--- config.mk ---
export PLATFORM = sky130hd
export DESIGN_NAME = misr_pipe_top
export DESIGN_NICKNAME = d
export VERILOG_FILES = /design/src/rtl/misr_pipe_pkg.sv /design/src/rtl/misr_pipe_reduce.sv /design/src/rtl/misr_pipe_top.sv
export SDC_FILE = /design/constraint.sdc
export NUM_CORES = 1
export LEC_CHECK = 0
export CORE_ASPECT_RATIO = 2
export CORE_MARGIN = 3
export CORE_UTILIZATION = 30
export CTS_CLUSTER_DIAMETER = 30
export DETAILED_ROUTE_END_ITERATION = 10
export PLACE_DENSITY = 0.59
export SLEW_MARGIN = 10
export SYNTH_ARGS = -nofsm -noshare
export SYNTH_HDL_FRONTEND = slang
export SYNTH_HIERARCHICAL = 1
export SYNTH_SLANG_ARGS = --single-unit
--- constraint.sdc ---
create_clock -name clk -period 7.3 [get_ports clk]
set_input_delay 0.73 -clock clk [delete_from_list [all_inputs] [get_ports clk]]
set_output_delay 0.73 -clock clk [all_outputs]
set_load 0.01 [all_outputs]
--- src/rtl/misr_pipe_pkg.sv ---
// Shared types and helpers for the MISR-checked lane pipeline.
// Mode encoding, default polynomial and output-width helper.
package misr_pipe_pkg;

    typedef enum logic [1:0] {
        MODE_SUM = 2'd0,
        MODE_XOR = 2'd1,
        MODE_MAX = 2'd2,
        MODE_MIN = 2'd3
    } mode_e;

    localparam logic [31:0] DEFAULT_POLY = 32'h04C11DB7;

    // Result width: wide enough to hold an exact sum of all lanes.
    function automatic int ow_of(input int width, input int lanes);
        return width + $clog2(lanes);
    endfunction

endpackage

--- src/rtl/misr_pipe_reduce.sv ---
// Combinational lane reducer: sign-extends every lane to OW bits
// and folds them by sum, xor, signed max or signed min.
module misr_pipe_reduce
    import misr_pipe_pkg::*;
#(
    parameter int WIDTH = 16,
    parameter int LANES = 4,
    localparam int OW = ow_of(WIDTH, LANES)
) (
    input  logic [LANES*WIDTH-1:0] in_data,
    input  logic [1:0]             mode,
    output logic [OW-1:0]          res
);

    logic [OW-1:0] lane_x [LANES];
    logic [OW-1:0] acc;

    // Sign-extend each lane to the result width.
    always_comb begin
        for (int i = 0; i < LANES; i++) begin
            lane_x[i] = {{(OW-WIDTH){in_data[i*WIDTH+WIDTH-1]}},
                         in_data[i*WIDTH +: WIDTH]};
        end
    end

    // Fold lanes; strict compares keep the lowest index on ties.
    always_comb begin
        acc = lane_x[0];
        unique case (mode_e'(mode))
            MODE_SUM: begin
                for (int i = 1; i < LANES; i++)
                    acc = acc + lane_x[i];
            end
            MODE_XOR: begin
                for (int i = 1; i < LANES; i++)
                    acc = acc ^ lane_x[i];
            end
            MODE_MAX: begin
                for (int i = 1; i < LANES; i++)
                    if ($signed(lane_x[i]) > $signed(acc))
                        acc = lane_x[i];
            end
            MODE_MIN: begin
                for (int i = 1; i < LANES; i++)
                    if ($signed(lane_x[i]) < $signed(acc))
                        acc = lane_x[i];
            end
        endcase
        res = acc;
    end

endmodule

--- src/rtl/misr_pipe_top.sv ---
// Multi-lane reduce pipeline with global-stall flow control and
// a MISR signature plus beat count over every delivered result.
module misr_pipe_top
    import misr_pipe_pkg::*;
#(
    parameter int               WIDTH    = 16,
    parameter int               LANES    = 4,
    parameter int               DEPTH    = 3,
    parameter int               SIG_W    = 32,
    parameter logic [31:0]      POLY     = DEFAULT_POLY,
    parameter logic [SIG_W-1:0] SIG_SEED = '0,
    localparam int              OW       = ow_of(WIDTH, LANES)
) (
    input  logic                   clk,
    input  logic                   rst,
    input  logic                   in_valid,
    output logic                   in_ready,
    input  logic [LANES*WIDTH-1:0] in_data,
    input  logic [1:0]             in_mode,
    output logic                   out_valid,
    input  logic                   out_ready,
    output logic [OW-1:0]          out_data,
    input  logic                   sig_clr,
    output logic [SIG_W-1:0]       sig,
    output logic [31:0]            sig_count
);

    localparam logic [SIG_W-1:0] POLY_W = POLY[SIG_W-1:0];

    logic [DEPTH-1:0]         vld_q, vld_d;
    logic [DEPTH-1:0][OW-1:0] dat_q, dat_d;
    logic [SIG_W-1:0]         sig_q, sig_d;
    logic [31:0]              cnt_q, cnt_d;

    logic          stall;
    logic          accept;
    logic          fire;
    logic [OW-1:0] red;

    misr_pipe_reduce #(
        .WIDTH (WIDTH),
        .LANES (LANES)
    ) u_reduce (
        .in_data (in_data),
        .mode    (in_mode),
        .res     (red)
    );

    assign out_valid = vld_q[DEPTH-1];
    assign out_data  = dat_q[DEPTH-1];
    assign stall     = out_valid && !out_ready;
    assign in_ready  = !stall;
    assign accept    = in_valid && in_ready;
    assign fire      = out_valid && out_ready;
    assign sig       = sig_q;
    assign sig_count = cnt_q;

    // Shift every stage (bubbles included) unless the output stalls.
    always_comb begin
        vld_d = vld_q;
        dat_d = dat_q;
        if (!stall) begin
            vld_d[0] = accept;
            if (accept)
                dat_d[0] = red;
            for (int i = 1; i < DEPTH; i++) begin
                vld_d[i] = vld_q[i-1];
                dat_d[i] = dat_q[i-1];
            end
        end
    end

    // Fold each delivered word; a clear overrides the fold.
    always_comb begin
        sig_d = sig_q;
        cnt_d = cnt_q;
        if (sig_clr) begin
            sig_d = SIG_SEED;
            cnt_d = '0;
        end else if (fire) begin
            sig_d = {sig_q[SIG_W-2:0], 1'b0}
                  ^ (sig_q[SIG_W-1] ? POLY_W : '0)
                  ^ SIG_W'(out_data);
            cnt_d = cnt_q + 32'd1;
        end
    end

    // State registers with synchronous reset.
    always_ff @(posedge clk) begin
        if (rst) begin
            vld_q <= '0;
            dat_q <= '0;
            sig_q <= SIG_SEED;
            cnt_q <= '0;
        end else begin
            vld_q <= vld_d;
            dat_q <= dat_d;
            sig_q <= sig_d;
            cnt_q <= cnt_d;
        end
    end

endmodule
Yosys cells after proc, flatten, opt, wreduce, memory -nomap -nowiden

Cells that the tools add are included.
Widths: inputs -> output; s select.

Add/subtract/negate cells: 4
Magnitude comparators: 6
Equality and inequality tests: 3
Muxes and demuxes: 12
Bitwise logic cells: 6
Reduce and logical (&&, ||, !) cells: 8

Operators by type and width:

| cell                  | number |
|---|---|
| $mux 18               | 10 |
| $pmux 18 s4           | 1 |
| $xor 18x18->18        | 3 |
| $gt 16x18->1          | 2 |
| $lt 16x18->1          | 2 |
| $add 32x1->32 const B | 1 |
| $xor 32x18->32        | 1 |
| $xor 32x27->32        | 1 |
| $mux 27               | 1 |
| $add 17x16->18        | 1 |
| $add 18x18->18        | 1 |
| $add 16x16->17        | 1 |
| $gt 16x16->1          | 1 |
| $lt 16x16->1          | 1 |
| $eq 2x2->1 const B    | 2 |
| $logic_and 1x1->1     | 3 |
| $eq 2x1->1 const B    | 1 |
| $logic_not 1->1       | 2 |
| $logic_not 2->1       | 1 |
| $reduce_and 2->1      | 1 |
| $reduce_or 2->1       | 1 |
| $not 1->1             | 1 |

Register bits: 121
Output and inout bits: 84
Word-level logic and storage cells: 45

Longest topological paths before layout

Depth after elaboration: 9
Gate-level depth with buffers: 33
Depth with buffers taken out: 29

By module

The synthesis kept the hierarchy.

By module, submodules not included:

| module           | instances | cells an instance | area an instance (µm²) | seq. area each (µm²) |
|---|---|---|---|---|
| misr_pipe_reduce | 1         | 652               | 5046.1                 | 0.0 |
| misr_pipe_top    | 1         | 610               | 4982.3                 | 2422.3 |

Worst setup path after synthesis

No wires, ideal clock.

Path type: input -> register
Start point: input port in_data[15]
End point: register dat_q[1] in the netlist's numbering
Library setup time: 132 ps
Arrival time: 7111 ps
Data required time: 7168 ps
Slack: 57 ps
Cell stages on the path: 32
Buffers on the path: 7
Cells stage by stage: inv_1 -> ha_1 -> clkbuf_1 -> a221o_1 -> o31a_2 -> nor2_4 -> buf_6 -> mux2i_1 -> ha_1 -> nand3_1 -> or4_1 -> a311o_1 -> a21o_1 -> buf_2 -> buf_2 -> buf_2 -> clkbuf_1 -> nand2_1 -> o21ai_0 -> ha_1 -> a21o_1 -> a211o_1 -> o221ai_1 -> a211oi_1 -> or2_2 -> clkbuf_1 -> nor2_1 -> o2111ai_1 -> a21oi_1 -> o221ai_1 -> nand2_1 -> a21oi_1

Longest elaborated chain between the ends: 9
Elaborated cells on any way between the ends: 17

Ends and longest elaborated chain:

| item                                         | RTL line                                       | source |
|---|---|---|
| from (decl)                                  | misr_pipe_top.sv:18                            | `input logic [LANES*WIDTH-1:0] in_data,` |
| $lt 16x16->1 or $gt 16x16->1 (tied branches) | misr_pipe_reduce.sv:45, misr_pipe_reduce.sv:40 |  |
| $mux 18, on equally long branches            | misr_pipe_reduce.sv:45, misr_pipe_reduce.sv:40 |  |
| $mux 18                                      | misr_pipe_reduce.sv:29                         | `unique case (mode_e'(mode))` |
| $lt 16x18->1 or $gt 16x18->1 (tied branches) | misr_pipe_reduce.sv:45, misr_pipe_reduce.sv:40 |  |
| $mux 18, on equally long branches            | misr_pipe_reduce.sv:45, misr_pipe_reduce.sv:40 |  |
| $mux 18                                      | misr_pipe_reduce.sv:29                         |  |
| $lt 16x18->1 or $gt 16x18->1 (tied branches) | misr_pipe_reduce.sv:45, misr_pipe_reduce.sv:40 |  |
| $mux 18, on equally long branches            | misr_pipe_reduce.sv:45, misr_pipe_reduce.sv:40 |  |
| $pmux 18 s4 (*)                              | misr_pipe_reduce.sv:29                         |  |
| via red[1]                                   | misr_pipe_top.sv:38                            | `logic [OW-1:0] red;` |
| to (signal assigned)                         | misr_pipe_top.sv:97                            | `dat_q <= dat_d;` |
| to (decl)                                    | misr_pipe_top.sv:31                            | `logic [DEPTH-1:0][OW-1:0] dat_q, dat_d;` |

The timed path passes the listed nets; every way through them passes the cells marked *. The select of a mux whose other input is x is not followed.
A chain may end at the register's enable or synchronous reset.

Worst setup path in the final report

Start point: input port in_data[21]
End point: register dat_q[12] in the netlist's numbering

Same word-level chain as after synthesis.

==> metrics.md <==
| Metric | Value |
|---|---|
| P_int | about 2 mW |
| WP data required | 7.63 ns |
| Pre-CTS WS | -1.20 ns |
| Hold_buf cts | 0 |
| Count of cell types in the netlist | 81 |
| Max transition margin | between 20% and 30% |
| DRT Pass-1 Iters | 5 |
| Height of the die | 265 µm |
| Netlist Area Pre-Place | about 0.01 mm² |
| Hold Violations, Final | 0 |
| Post-synth EDFFs | 0 |
| Top_reg_cell synth | dfxtp_1 |
| Crit Path Category | in -> reg |
| Flop pwr share | 22.0% |
| Startpoint types | primary input |
| Worst setup skew after layout | approximately 0.0069 ns |
| Total track usage | roughly a fifth |
| Root Buffer Master | clkbuf_16 |
| # rows | 94 |
| Number of antenna diodes | 0 |
| Design area | 0.0149 mm² |
| Hold Crit Class | reg -> reg |
| Mapped Cells | around 1.3k |
| Synth Register Bits | about 120 |
| Syn Nets | approximately 1.5k |
| TritonCTS clock tree | yes |
| P_sw | 1.21 mW |
| Avg Inst Size Synth | between 7 and 8 µm² |
| Clock Power Share | 25.7% |
| Area contributors post-synth | dfxtp_1 (24%), ha_1 (12%), nand2_1 (8.5%), a21oi_1 (7.0%), fa_1 (6.6%) |
| Outcome | finished, final reports clean |
| Crit Path Max Fanout | 6 |
| Sink Count | 121 |
| Pin count of the biggest net entering global routing | 62 |
| Routed vias | between 10k and 15k |
| Drt initial violations | approximately 390 |
| Fin util | approximately 45% |
| Max-Cap Viols | 0 |
| Yosys Warn Count | 6 |
| Total Wirelength | between 30 and 40 mm |
| CP dominant cell by count | buf_12 |
| Total Power | approximately 3.2 mW |
| Placed Area | roughly 0.013 mm² |
| Final worst-path setup slack | between 0.05 and 0.06 ns |
| Crit-path max cell delay | 0.53 ns |
| H-Tree Depth | 4 |
| VDD IR-drop max | approximately 0.00016 V |
| Critical path endpoint category | flip-flop |
| DP HPWL | between 30 and 40 mm |
| Post-synth top area cell | dfxtp_1 |
| Dpl cells | around 1.9k |
| Core area | about 0.033 mm² |
| Combinational Power Share | 52.4% |
| DRC | 0 |
| Most common cell after layout, fill and taps aside | nand2_1 |
| Final worst-path cycle share | 99.3% |
| Initial Util | 30.5% |
| DRT antenna net count | 0 |
| I/O Pins | roughly 160 |
| Final worst path period need | between 7 and 8 ns |
| Total congestion overflow | 0 |
| Sequential fraction of the synthesis area | 24.2% |
| Setup violators final | 0 |
| Most frequent cells in the layout | nand2_1 (221), buf_4 (180), a21oi_1 (131) |
| First-pass GRT wire length | around 57 mm |
| Switching Share | 37.3% |
| IO buf count | about 150 |
| Top-area cell type share of the netlist area | roughly a quarter |
| Critical Path AT | between 7 and 8 ns |
| Clock-pin slew on the worst setup and hold paths | around 0.060 ns |
| Global placement routability congestion | 0.995 |
| Worst slew pin tran | ~1.1 ns |
| Ratio of cells with drive above 1 in the final layout | a little under a quarter |
| Leakage | between 5 and 6 nW |
| Share of async-settable or async-resettable flops after synthesis | 0% |
| Initial antenna violation count | 0 |
| Non-Filler Instances | around 2k |
| Worst-Skew Late Latency | slightly above 0.4 ns |
| PD cells | 218 mW/mm² |
| Cts bufs inserted | 17 |
| Routed WL per cell | approximately 19 µm |
| Clk buf depth | 2 |
| Slew Viols, Final | 0 |
| Fin nets | ~1.8k |
| Vias in the first global route | 10.6k |
| Die W | between 100 and 150 µm |
| Peak Freq | ~140 MHz |
| P&R area growth vs syn | 48.4% |
| Die area | 0.0358 mm² |
| Crit path max-delay cell type | or4_4 |
| Via density | ~5.3 |
==> cell families after synthesis <==
group	Yosys count	share of synthesized area, %
AOI/OAI and AO/OA	345	21.6
xor gates and xnor gates	59	5.23
adders and majority gates	129	18.6
buffers and inverters	120	5.60
DFF	121	24.2
muxes	35	3.62
and+or+nand+nor	453	21.2
==> area by class of cell <==
cell class	instances	area, µm²
fillers	3300	18000
multi-input cells	1021	7840
clock buffers	17	425
flip-flops and latches	121	2420
clock inverters	15	164
inverters	42	158
repair buffers	357	3330
well taps	432	541
==> through the flow <==
step                setup TNS [ns]  hold WS [ns]
finish                           0         0.449
global route                -0.155         0.471
CTS                              0         0.452
detailed placement          -16.77         0.445
global placement            -15.43         0.438
floorplan                        0         0.432
==> state kept, by name, indices dropped and copies added (netlist names) <==
name / cells
dat_q: 36
out_data: 18
sig: 32
sig_count: 32
vld_q: 3
==> per-layer routing <==
| metal | vias to the layer above | part of all wire, % | global-route usage (%) | routed length [µm] |
|---|---|---|---|---|
| met5 | - | 0 | 0 | 0 |
| met4 | 0 | 7.6 | 14.0 | 2860 |
| met3 | 121 | 2.9 | 2.01 | 1100 |
| met2 | 320 | 55 | 39.8 | 20900 |
| met1 | 4983 | 34 | 19.5 | 13000 |
| li1 | 5141 | - | - | - |
==> path summary, 6_finish.rpt <==
kind	start	endpoint	depth (start not counted)	slack [ns]
max	in_data[21]	dat_q[12]	34	0.05
min	vld_q[1]	vld_q[1]	2	0.45
max reg2reg	vld_q[2]	dat_q[5]	7	5.04
min reg2reg	vld_q[1]	vld_q[1]	2	0.45
==> power by group through the flow <==
stage	clock network [mW]	logic, mW	registers [mW]
after detailed placement	0	1.41	0.727
after CTS	0.849	1.60	0.713
final	0.831	1.70	0.713
after global routing	0.882	1.82	0.716
after floorplan	0	0.793	0.720
after global placement	0	1.39	0.727
==> timing repair <==
item | in CTS | in global routing
resized for setup | 115 | 95
endpoints found under the setup margin | 18 | 18
setup buffers | 17 | 12
gates cloned | 3 | 1
pin swaps | 43 | 45
==> synthesized netlist by cell type (all sizes together) (3+ instances only) <==
cell	number
xnor2	43
o221ai	5
buf	35
nand2	226
nand4	28
o211ai	10
o21ai	55
a211o	3
a21oi	141
clkbuf	43
or3	16
a221o	3
xor2	16
nor2b	7
o2111ai	4
fa	33
and2	7
or4	14
o22ai	10
dfxtp	121
and4	8
o311ai	4
mux2	7
o21bai	3
mux2i	28
ha	96
a211oi	18
nand3	24
inv	41
and3	12
o21a	9
nor4	5
or2	5
nand2b	11
o31a	3
a31oi	14
nor3	15
nor2	71
o31ai	17
nor3b	3
a21o	20
a21boi	3
==> worst max-delay path: cells and delay by family <==
family | cells | cell delay [ns]
fa+ha+maj | 3 | 0.86
buf+inv | 10 | 1.50
mux | 1 | 0.19
simple gates | 10 | 1.99
compound gates | 10 | 2.26
No activity file was read; power rests on OpenSTA's default activity.
